File: config.mk
export PLATFORM = sky130hd
export DESIGN_NAME = uart_tx_buffer
export DESIGN_NICKNAME = d
export VERILOG_FILES = /design/src/rtl/uart_tx_buffer.sv
export SDC_FILE = /design/constraint.sdc
export NUM_CORES = 1
export LEC_CHECK = 0
export CAP_MARGIN = 20
export CORE_MARGIN = 5
export CORE_UTILIZATION = 50
export DETAILED_ROUTE_END_ITERATION = 8
export GPL_ROUTABILITY_DRIVEN = 0
export MAX_ROUTING_LAYER = met4
export PLACE_DENSITY_LB_ADDON = 0.15
export SETUP_SLACK_MARGIN = 0.05
export SKIP_CTS_REPAIR_TIMING = 1
export SYNTH_ARGS = -nofsm -noshare
export SYNTH_HDL_FRONTEND = slang
export SYNTH_SLANG_ARGS = --single-unit
File: constraint.sdc
create_clock -name clk -period 1.8 [get_ports clk]
set_input_delay 0.36 -clock clk [delete_from_list [all_inputs] [get_ports clk]]
set_output_delay 0.36 -clock clk [all_outputs]
set_load 0.01 [all_outputs]
File: src/rtl/uart_tx_buffer.sv
// Word-to-byte serializer for the UART transmitter. It holds one active word and one pending word,
// and sends each word LSB first as one byte per UART frame.
module uart_tx_buffer #(
    parameter int WORD_BYTES = 4,
    parameter int GAP_CYCLES = 0
) (
    input  logic                    clk,
    input  logic                    reset,
    input  logic [8*WORD_BYTES-1:0] tx_float,
    input  logic                    tx_valid,
    output logic                    tx_ready,
    output logic [7:0]              uart_byte,
    output logic                    uart_start,
    input  logic                    uart_busy,
    input  logic                    uart_done,
    output logic                    word_sent,
    output logic                    idle,
    output logic [1:0]              fsm_state_o
);

    typedef enum logic [1:0] {
        S_IDLE      = 2'd0,
        S_START     = 2'd1,
        S_WAIT_DONE = 2'd2,
        S_GAP       = 2'd3
    } state_t;

    localparam int            IW         = (WORD_BYTES > 1) ? $clog2(WORD_BYTES) : 1;
    localparam logic [IW-1:0] IDX_LAST   = IW'(WORD_BYTES - 1);
    localparam int            GW         = 16;
    localparam logic [GW-1:0] GAP_LAST   = (GAP_CYCLES > 0) ? GW'(GAP_CYCLES - 1) : '0;
    localparam state_t        AFTER_BYTE = (GAP_CYCLES > 0) ? S_GAP : S_START;

    state_t                  state_q, state_d;
    logic [8*WORD_BYTES-1:0] active_q, active_d;
    logic [8*WORD_BYTES-1:0] pending_q, pending_d;
    logic                    active_full_q, active_full_d;
    logic                    pending_full_q, pending_full_d;
    logic [IW-1:0]           idx_q, idx_d;
    logic [GW-1:0]           gap_q, gap_d;
    logic                    word_sent_q, word_sent_d;

    logic                    accept;
    logic                    last_done;
    logic [WORD_BYTES-1:0][7:0] active_bytes;

    // Handshake: a word transfers on a rising edge where tx_valid && tx_ready; tx_ready depends only
    // on the pending slot, never on tx_valid, and tx_float is sampled only on that edge.
    assign accept       = tx_valid && !pending_full_q;
    assign last_done    = (state_q == S_WAIT_DONE) && uart_done && (idx_q == IDX_LAST);
    assign active_bytes = active_q;

    assign tx_ready    = !pending_full_q;
    assign uart_byte   = active_bytes[idx_q];
    assign uart_start  = (state_q == S_START) && !uart_busy;
    assign word_sent   = word_sent_q;
    assign idle        = !active_full_q && !pending_full_q && (state_q == S_IDLE);
    assign fsm_state_o = state_q;

    always_comb begin
        state_d        = state_q;
        active_d       = active_q;
        pending_d      = pending_q;
        active_full_d  = active_full_q;
        pending_full_d = pending_full_q;
        idx_d          = idx_q;
        gap_d          = gap_q;
        word_sent_d    = 1'b0;

        case (state_q)
            S_IDLE: begin
                if (active_full_q) state_d = S_START;
            end
            S_START: begin
                if (!uart_busy) state_d = S_WAIT_DONE;
            end
            S_WAIT_DONE: begin
                if (uart_done) begin
                    gap_d = '0;
                    if (idx_q != IDX_LAST) begin
                        idx_d   = idx_q + 1'b1;
                        state_d = AFTER_BYTE;
                    end else begin
                        word_sent_d = 1'b1;
                        idx_d       = '0;
                        if (pending_full_q) begin
                            active_d       = pending_q;
                            pending_d      = '0;
                            pending_full_d = 1'b0;
                            state_d        = AFTER_BYTE;
                        end else if (accept) begin
                            active_d = tx_float;
                            state_d  = AFTER_BYTE;
                        end else begin
                            active_d      = '0;
                            active_full_d = 1'b0;
                            state_d       = S_IDLE;
                        end
                    end
                end
            end
            S_GAP: begin
                if (gap_q == GAP_LAST) begin
                    gap_d   = '0;
                    state_d = S_START;
                end else begin
                    gap_d = gap_q + 1'b1;
                end
            end
            default: state_d = S_IDLE;
        endcase

        // A word arriving on the final uart_done with an empty pending slot was loaded above.
        if (accept && !(last_done && !pending_full_q)) begin
            if (!active_full_q) begin
                active_d      = tx_float;
                active_full_d = 1'b1;
                state_d       = S_START;
            end else begin
                pending_d      = tx_float;
                pending_full_d = 1'b1;
            end
        end
    end

    always_ff @(posedge clk) begin
        if (reset) begin
            state_q        <= S_IDLE;
            active_q       <= '0;
            pending_q      <= '0;
            active_full_q  <= 1'b0;
            pending_full_q <= 1'b0;
            idx_q          <= '0;
            gap_q          <= '0;
            word_sent_q    <= 1'b0;
        end else begin
            state_q        <= state_d;
            active_q       <= active_d;
            pending_q      <= pending_d;
            active_full_q  <= active_full_d;
            pending_full_q <= pending_full_d;
            idx_q          <= idx_d;
            gap_q          <= gap_d;
            word_sent_q    <= word_sent_d;
        end
    end

endmodule

==> flow_metrics.py, run 1 <==
metrics = {
    "floorplan": {
        "fp-row-count": 33,
        "die_x_um": 100,
        "dieArea_um2": 10100,
        "initial_core_util": 0.503,
        "die_h_um": 100,
        "io_pins": 51,
        "core_um2": 8090,
    },
    "worst_setup_path": {
        "r2r_start": "idx_q[0]",
        "r2r-end": "pending_q[11]",
        "path_depth": 3,
        "cp-end-kind": "output port",
        "crit_family": "multiplexers",
        "critical_path_buf_inv_count": 2,
        "worstRegToRegCells": 8,
        "crit_path_start": "idx_q[0]",
        "worstPathArrival_ps": 1530,
        "critical-path-slowest-cell": "mux4_2",
        "regToRegSetupSlack_ps": -80,
        "path_cells": "buf_12 > mux4_2 > clkbuf_2",
        "max_stage_delay_ps": 530,
        "worst-setup-path-type": "flip-flop to output port",
        "worst-path-max-fanout": 10,
        "worst-endpoint-required_ps": 1440,
        "worstSetupStartpointType": "flip-flop",
        "critPathCapture": "uart_byte[7]",
    },
    "pwr": {
        "p_switching_uw": 1100,
        "p_leak_uw": 0.00215,
        "power_uw": 4070,
        "power.density_nw_per_um2": 729,
        "pwr-share-comb": 0.149,
        "ir_drop_mv": 0.547,
        "clkPwrFrac": 0.340,
        "p_sw_frac": 0.271,
        "internal-power_uw": 2970,
        "seqPwrFrac": 0.510,
    },
    "sta": {
        "worstMarginPinSlew_ps": 493,
        "finalHoldViolCount": 0,
        "finalSetupViolations": 70,
        "slew-limit-headroom": 0.668,
        "hold_ws_ps": 356,
        "totalNegativeSetupSlack_ps": -3260,
        "setup_ws_ps": -93.4,
        "layout_min_cycle_time_ps": 1890,
        "slew_violations": 0,
        "clock_skew_ps": 9.96,
        "clock.fmax_mhz": 528,
        "finalCritPeriodShare": 1.05,
        "rsz0062_at_grt": "yes",
    },
    "drt": {
        "drc_errors": 0,
        "final_antenna_net_count": 0,
        "wl_um": 13000,
        "routedWlPerCell_um": 19.3,
        "drt-initial-drc-count": 388,
        "viasPerCell": 6.10,
        "drtPass1Iterations": 4,
        "vias": 4119,
    },
    "cells_and_area": {
        "nets": 605,
        "final_cell_area_um2": 5590,
        "final_core_util": 0.691,
        "diodes": 0,
        "nFillCells": 645,
        "areaGrowthSynthToFinish_pct": 37.3,
        "mostFrequentLayoutCells": "dfxtp_1 (81), nand2_1 (79), a21oi_1 (64)",
        "multi_input_area_um2": 2340,
        "mostFrequentLayoutCell": "dfxtp_1",
        "layout-drive-gt1-share": 0.254,
        "seqCellArea_um2": 1750,
    },
    "synth": {
        "async_flop_share": 0,
        "synth-edff-count": 0,
        "netlist-cell-type-count": 47,
        "synth-seq-cells": 87,
        "synth_fp_nets": 532,
        "synth-seq-area-share": 0.428,
        "syn_inst": 492,
        "synth_ff_type": "dfxtp_1",
        "avgSynthCellArea_um2": 8.28,
        "yosys_warnings": 0,
        "netlist_area_um2": 4070,
    },
    "global_route": {
        "grt_pass1_vias": 3672,
        "gr-usage-all-layers": 0.228,
        "overflow": 0,
        "antenna_found_initial": 0,
        "grt_first_pass_wirelength_um": 18100,
        "grt_max_degree": 36,
    },
    "clock_tree": {
        "clock_path_buffers": 2,
        "cts_root_buf": "clkbuf_8",
        "path_clk_slew_ps": 90,
        "cts_max_level": 3,
        "cts_buffers": 9,
        "tritoncts": "done",
        "clkLatencyLatePin_ps": 350,
        "cts_num_sinks": 87,
    },
    "placement": {
        "dpl.hpwl_um": 7150,
        "placed_cell_area_um2": 4840,
        "place.port_buffers": 50,
    },
    "run_status": {
        "status": "finished with violations",
        "violations": "setup timing",
    },
    "flow_run": {
        "cap_viol_max_count": 0,
    },
    "min_path": {
        "hold_path_class": "input pin to flip-flop",
        "whs_path_depth": 3,
    },
}
==> routing by layer <==
metal | vias up | global-route usage | routed length (um)
met5 | - | - | 0
met4 | 0 | 0.0663 | 342
met3 | 32 | 0.0299 | 1050
met2 | 215 | 0.375 | 6460
met1 | 1940 | 0.295 | 5150
li1 | 1932 | - | -
==> worst min-delay path: cells and delay by family <==
kind	cells	cell delay, ps
and+or+nand+nor	1	130
buffers and inverters	1	120
AOI/OAI and AO/OA	1	60
==> logic make-up (layout without fill, tap and decap cells) <==
group	count (synthesis)	after routing	share of synthesized area
AND/OR/NAND/NOR	207	207	0.264
AO/OA/AOI/OAI	135	135	0.182
flip-flops	87	87	0.428
buffers and inverters	46	124	0.0593
multiplexers	12	12	0.0544
adder cells (fa/ha/maj)	3	3	0.00922
XOR/XNOR	2	2	0.00430
==> final cells by class <==
type | instances | share of cell area
Tap cell | 105 | 0.0235
Multi-Input combinational cell | 359 | 0.418
Inverter | 5 | 0.00336
Clock buffer | 10 | 0.0228
Timing Repair Buffer | 103 | 0.207
Sequential cell | 87 | 0.313
Clock inverter | 6 | 0.0121
==> sequential cells by signal, indices dropped and copies added, names as in the netlist <==
signal	count
active_bytes	32
active_full_q	1
fsm_state_o	2
gap_q	16
idx_q	2
pending_full_q	1
pending_q	32
word_sent	1
==> through the flow <==
| step | setup WS [ps] | std cells |
|---|---|---|
| floorplan | 73.2 | 492 |
| global placement | -170 | 641 |
| detailed placement | -233 | 641 |
| CTS | -480 | 657 |
| global route | -126 | 675 |
| finish | -93.4 | 675 |
==> synthesized netlist by cell type, types with 2 or more instances <==
cell / n / area [um^2]
a211oi_1: 2 / 15.0
a21oi_1: 70 / 350
a31oi_1: 16 / 100
a41oi_1: 3 / 26.3
and2_1: 2 / 12.5
and3_1: 33 / 206
buf_1: 3 / 11.3
buf_2: 12 / 60.1
buf_6: 7 / 78.8
clkbuf_1: 18 / 67.6
dfxtp_1: 87 / 1740
ha_1: 3 / 37.5
inv_1: 5 / 18.8
mux2i_1: 3 / 30.0
mux4_2: 8 / 180
nand2_1: 80 / 300
nand2b_1: 3 / 18.8
nand3_1: 40 / 200
nand3b_1: 3 / 22.5
nand4_1: 5 / 31.3
nand4_2: 3 / 37.5
nor2_1: 11 / 41.3
nor3_1: 4 / 20.0
nor4_1: 8 / 50.1
o211ai_1: 2 / 15.0
o21ai_0: 26 / 130
o21ai_1: 11 / 55.1
or3_1: 3 / 18.8
or4_1: 2 / 15.0
xor2_1: 2 / 17.5
==> power groups by stage <==
| stage | sequential (uW) | combinational [uW] | clock, uW |
|---|---|---|---|
| after floorplan | 2090 | 252 | 0 |
| after global placement | 2110 | 474 | 0 |
| after detailed placement | 2110 | 482 | 0 |
| after CTS | 2070 | 484 | 1390 |
| after global routing | 2090 | 647 | 1470 |
| final | 2080 | 609 | 1390 |
==> how the worst min path moves through the flow <==
stage / startpoint / slack (ps) / to
finish: reset / 360 / gap_q[9]
global route: reset / 380 / gap_q[9]
CTS: reset / 360 / gap_q[9]
detailed placement: pending_q[19] / 460 / pending_q[19]
global placement: pending_q[5] / 450 / pending_q[5]
floorplan: gap_q[15] / 440 / gap_q[15]
Power figures use the tool's default switching activity.
==> inputs of run 2 (changes only) <==
Settings changed: CORE_UTILIZATION 50 to 32.
==> run 2 against run 1 <==
  * The flow still finishes with violations (setup timing)
  * Cell count is 10% higher
  * Final area rose by 1.3%
  * Wire length rose by 6.2%
  * Total power increased by 13%
  * Fmax grew 1.0%
  * Non-clock buffer count grew 2
  * Worst hold slack got worse by 87 ps
  * Worst setup slack gained 19 ps
  * Core utilization is 24 points lower
  * Clock-buffer cell count rose by 2
  * Clock power is 37% higher
==> flow_metrics.py, run 2 (synthesis gave the netlist of run 1 again) <==
metrics = {
    "run_status": {
        "status": "finished with violations",
        "violations": "setup timing",
    },
    "cells_and_area": {
        "stdcell_count": 744,
        "diodes": 0,
        "nFillCells": 1247,
        "layout-drive-gt1-share": 0.222,
        "areaGrowthSynthToFinish_pct": 39.1,
        "mostFrequentLayoutCell": "dfxtp_1",
        "nets": 607,
        "mostFrequentLayoutCells": "dfxtp_1 (79), nand2_1 (72), a21oi_1 (69)",
    },
    "worst_setup_path": {
        "worstPathArrival_ps": 1510,
        "r2r_start": "idx_q[0]",
        "critical_path_buf_inv_count": 2,
        "worst-path-max-fanout": 5,
        "worst-endpoint-required_ps": 1440,
        "crit_family": "multiplexers",
        "worstSetupStartpointType": "flip-flop",
        "r2r-end": "active_bytes[26]",
        "regToRegSetupSlack_ps": 70,
        "worstRegToRegCells": 7,
        "path_cells": "buf_12 > mux4_2 > clkbuf_2",
        "critical-path-slowest-cell": "mux4_2",
        "max_stage_delay_ps": 520,
        "crit_path_start": "idx_q[0]",
        "worst-setup-path-type": "flip-flop to output port",
        "cp-end-kind": "output port",
    },
    "pwr": {
        "seqPwrFrac": 0.451,
        "ir_drop_mv": 0.402,
        "p_leak_uw": 0.00218,
        "internal-power_uw": 3440,
        "p_sw_frac": 0.250,
        "pwr-share-comb": 0.133,
        "clkPwrFrac": 0.416,
        "p_switching_uw": 1150,
        "power.density_nw_per_um2": 810,
    },
    "clock_tree": {
        "cts_root_buf": "clkbuf_16",
        "tritoncts": "done",
        "clkLatencyLatePin_ps": 350,
        "path_clk_slew_ps": 60,
        "cts_buffers": 9,
        "clock_path_buffers": 2,
        "cts_max_level": 3,
        "cts_num_sinks": 87,
    },
    "drt": {
        "route.met2.wl_um": 5960,
        "final_antenna_net_count": 0,
        "drtPass1Iterations": 5,
        "viasPerCell": 5.43,
        "drt-met1-wl_um": 6700,
        "drt-initial-drc-count": 344,
        "top_layer": "met4",
        "wl_um": 13800,
        "drc_errors": 0,
        "vias": 4038,
        "routedWlPerCell_um": 18.6,
        "wl_met3_um": 941,
    },
    "min_path": {
        "hold_end": "gap_q[7]",
        "whs_path_depth": 2,
        "hold_path_class": "input pin to flip-flop",
        "hp-start": "reset",
    },
    "sta": {
        "rsz0062_at_grt": "yes",
        "clock_skew_ps": 6.47,
        "finalCritPeriodShare": 1.04,
        "finalHoldViolCount": 0,
        "layout_min_cycle_time_ps": 1870,
        "finalSetupViolations": 8,
        "slew-limit-headroom": 0.680,
        "slew_violations": 0,
        "clock.fmax_mhz": 534,
        "setup_ws_ps": -74.2,
        "worstMarginPinSlew_ps": 480,
        "hold_ws_ps": 269,
    },
    "floorplan": {
        "initial_core_util": 0.324,
        "dieArea_um2": 15100,
        "die_h_um": 123,
        "io_pins": 51,
        "core_um2": 12600,
        "fp-row-count": 41,
        "die_x_um": 123,
    },
    "flow_run": {
        "cap_viol_max_count": 0,
    },
    "placement": {
        "place.port_buffers": 50,
        "dp_cells": 715,
        "dpl.hpwl_um": 7630,
    },
    "global_route": {
        "antenna_found_initial": 0,
        "grt_first_pass_wirelength_um": 19200,
        "grt_max_degree": 37,
        "overflow": 0,
        "gr-usage-all-layers": 0.168,
        "grt_pass1_vias": 3715,
    },
}
==> run 2: changes by cell type in the layout (fill, tap and decap cells not counted), sizes merged <==
| cell | delta |
|---|---|
| buf | +3 |
| clkbuf | +1 |
| clkdlybuf4s50 | -2 |
| clkinv | -1 |
| dlymetal6s2s | +2 |
| inv | -1 |
==> run 2: worst max-delay path by stage <==
stage	endpoint	slack, ps	depth (start not counted)
after floorplan	gap_q[9]	70	6
after global placement	uart_start	-170	3
after detailed placement	active_bytes[17]	-170	6
after CTS	uart_byte[2]	-520	3
after global routing	uart_byte[6]	-110	3
final	uart_byte[6]	-70	3
==> run 2: per-stage QoR <==
step	setup slack, ps	utilization	TNS, ps	cell area, um^2	total power [uW]
floorplan	73.2	-	0	4070	2340
global placement	-171	0.398	-8120	5000	2610
detailed placement	-171	0.398	-8110	5000	2610
CTS	-522	0.422	-8320	5300	4520
global route	-111	0.451	-771	5670	4750
finish	-74.2	0.451	-469	5670	4590
==> run 2: layer usage <==
layer / track usage / up-vias
li1: - / 1937
met1: 0.241 / 1945
met2: 0.233 / 142
met3: 0.0327 / 14
met4: 0.0651 / 0
met5: - / -
==> run 2: area by class of cell <==
cell class / instances / area, um^2 / share of cell area
clock buffers: 12 / 246 / 0.0435
clock inverters: 4 / 53.8 / 0.00949
inverters: 5 / 18.8 / 0.00331
multi-input cells: 359 / 2200 / 0.389
flip-flops and latches: 87 / 1760 / 0.310
well taps: 172 / 215 / 0.0380
repair buffers: 105 / 1170 / 0.207
==> run 2: power by group through the flow <==
stage / clock [uW] / sequential (uW) / combinational [uW]
finish: 1910 / 2070 / 610
global route: 2020 / 2080 / 656
detailed placement: 0 / 2110 / 499
CTS: 1940 / 2070 / 501
floorplan: 0 / 2090 / 252
global placement: 0 / 2110 / 495
==> inputs of run 3 (changes only) <==
Settings changed: CORE_UTILIZATION 32 to 35.
Clock period 1.8 ns to 1.6 ns, I/O delays scaled along.
==> run 3 against run 2 <==
  * The run still ends with setup timing left
  * Combinational power rose by 17%
  * Global-route usage rose by 1.3 points
  * Total power rose by 14%
  * Largest cell class unchanged
  * Register-to-register slack got worse by 270 ps
  * Wire length fell by 0.40%
  * Clock-buffer cell count fell by 2
  * Sequential share of layout area fell by 2.5 points
  * Die area fell by 7.9%
  * First-iteration DRC count fell by 16%
  * Cell count fell by 0.40%
  * Core utilization rose by 9.3 points
  * Via count rose by 2.3%
==> flow_metrics.py, run 3 (synthesis gave the netlist of run 1 again) <==
metrics = {
    "drt": {
        "wl_um": 13800,
        "drt-initial-drc-count": 288,
        "routedWlPerCell_um": 18.6,
        "vias": 4131,
        "drc_errors": 0,
        "viasPerCell": 5.57,
        "drtPass1Iterations": 4,
        "final_antenna_net_count": 0,
    },
    "worst_setup_path": {
        "worst-path-max-fanout": 8,
        "crit_path_start": "idx_q[0]",
        "worst-setup-path-type": "flip-flop to output port",
        "cp-end-kind": "output port",
        "worstPathArrival_ps": 1520,
        "worst-endpoint-required_ps": 1280,
        "r2r_start": "idx_q[0]",
        "worstSetupStartpointType": "flip-flop",
    },
    "placement": {
        "place.port_buffers": 50,
        "pre_cts_slack_ps": -455,
        "dpl.hpwl_um": 7940,
    },
    "flow_run": {
        "cap_viol_max_count": 0,
    },
    "pwr": {
        "ir_drop_mv": 0.765,
        "power.density_nw_per_um2": 841,
        "power_uw": 5220,
        "p_leak_uw": 0.00244,
    },
    "global_route": {
        "grt_first_pass_wirelength_um": 20100,
        "gr-usage-all-layers": 0.181,
        "overflow": 0,
        "grtUsageMet1": 0.221,
        "grt_pass1_vias": 4025,
        "grtUsageMet3": 0.0447,
        "antenna_found_initial": 0,
        "grt_busiest_layer": "met2",
        "grt_max_degree": 36,
        "met2_usage": 0.295,
    },
    "cells_and_area": {
        "diodes": 0,
        "areaGrowthSynthToFinish_pct": 52.5,
        "seqCellArea_um2": 1770,
        "mostFrequentLayoutCell": "nand2_1",
        "multi_input_area_um2": 2610,
        "mostFrequentLayoutCells": "nand2_1 (79), dfxtp_1 (71), a21oi_1 (63)",
        "final_core_util": 0.544,
        "nets": 633,
        "nFillCells": 1069,
        "layout-drive-gt1-share": 0.358,
    },
    "clock_tree": {
        "cts_num_sinks": 87,
        "cts_buffers": 9,
        "clock_path_buffers": 2,
        "path_clk_slew_ps": 60,
        "cts_root_buf": "clkbuf_16",
        "clkLatencyLatePin_ps": 350,
        "tritoncts": "done",
        "cts_max_level": 3,
    },
    "sta": {
        "setup_ws_ps": -239,
        "layout_min_cycle_time_ps": 1840,
        "slew-limit-headroom": 0.704,
        "clock_skew_ps": 6.56,
        "worstMarginPinSlew_ps": 441,
        "finalCritPeriodShare": 1.15,
        "slew_violations": 0,
        "finalHoldViolCount": 0,
        "rsz0062_at_grt": "yes",
        "clock.fmax_mhz": 544,
        "finalSetupViolations": 75,
        "totalNegativeSetupSlack_ps": -12430,
    },
    "run_status": {
        "violations": "setup timing",
        "status": "finished with violations",
    },
    "floorplan": {
        "die_h_um": 118,
        "die_x_um": 118,
        "fp-row-count": 39,
        "initial_core_util": 0.357,
        "dieArea_um2": 13900,
        "io_pins": 51,
        "core_um2": 11400,
    },
    "min_path": {
        "hp-start": "reset",
        "hold_path_class": "input pin to flip-flop",
    },
}
## run 3: cell type report
type | instances | area share
clock buffer | 10 | 0.0385
multi-input combinational | 359 | 0.420
sequential | 87 | 0.285
clock inverter | 6 | 0.0107
inverter | 5 | 0.00302
tap | 143 | 0.0288
timing repair buffer | 131 | 0.214
## run 3: metrics by stage
step	cell area (um^2)	instances	hold WS, ps
2_1_floorplan	4140	492	429
3_3_place_gp	5160	706	449
3_5_place_dp	5160	706	456
4_1_cts	5470	722	289
5_1_grt	6210	741	298
6_report	6210	741	293
## run 3: worst max-delay path: stages (launching register included)
cell,delay [ps]
dfxtp_2,350
buf_12,140
mux4_2,530
buf_6,140
## run 3: power by group
group / switching (uW) / leakage [uW] / internal, uW
Combinational: 341 / 0.00157 / 371
Sequential: 72.2 / 0.000718 / 2260
Clock: 916 / 0.000153 / 1260
## run 3: worst paths after layout
| kind | end | slack (ps) | depth (start not counted) |
|---|---|---|---|
| setup / recovery | uart_byte[7] | -240 | 3 |
| hold / removal | gap_q[1] | 290 | 2 |
| setup reg to reg | pending_q[7] | -200 | 7 |
| hold reg to reg | pending_q[25] | 460 | 2 |
## run 3: per-layer routing
layer	share of wire	vias up
li1	-	1995
met1	0.42	2018
met2	0.51	96
met3	0.042	22
met4	0.024	0
met5	0	-
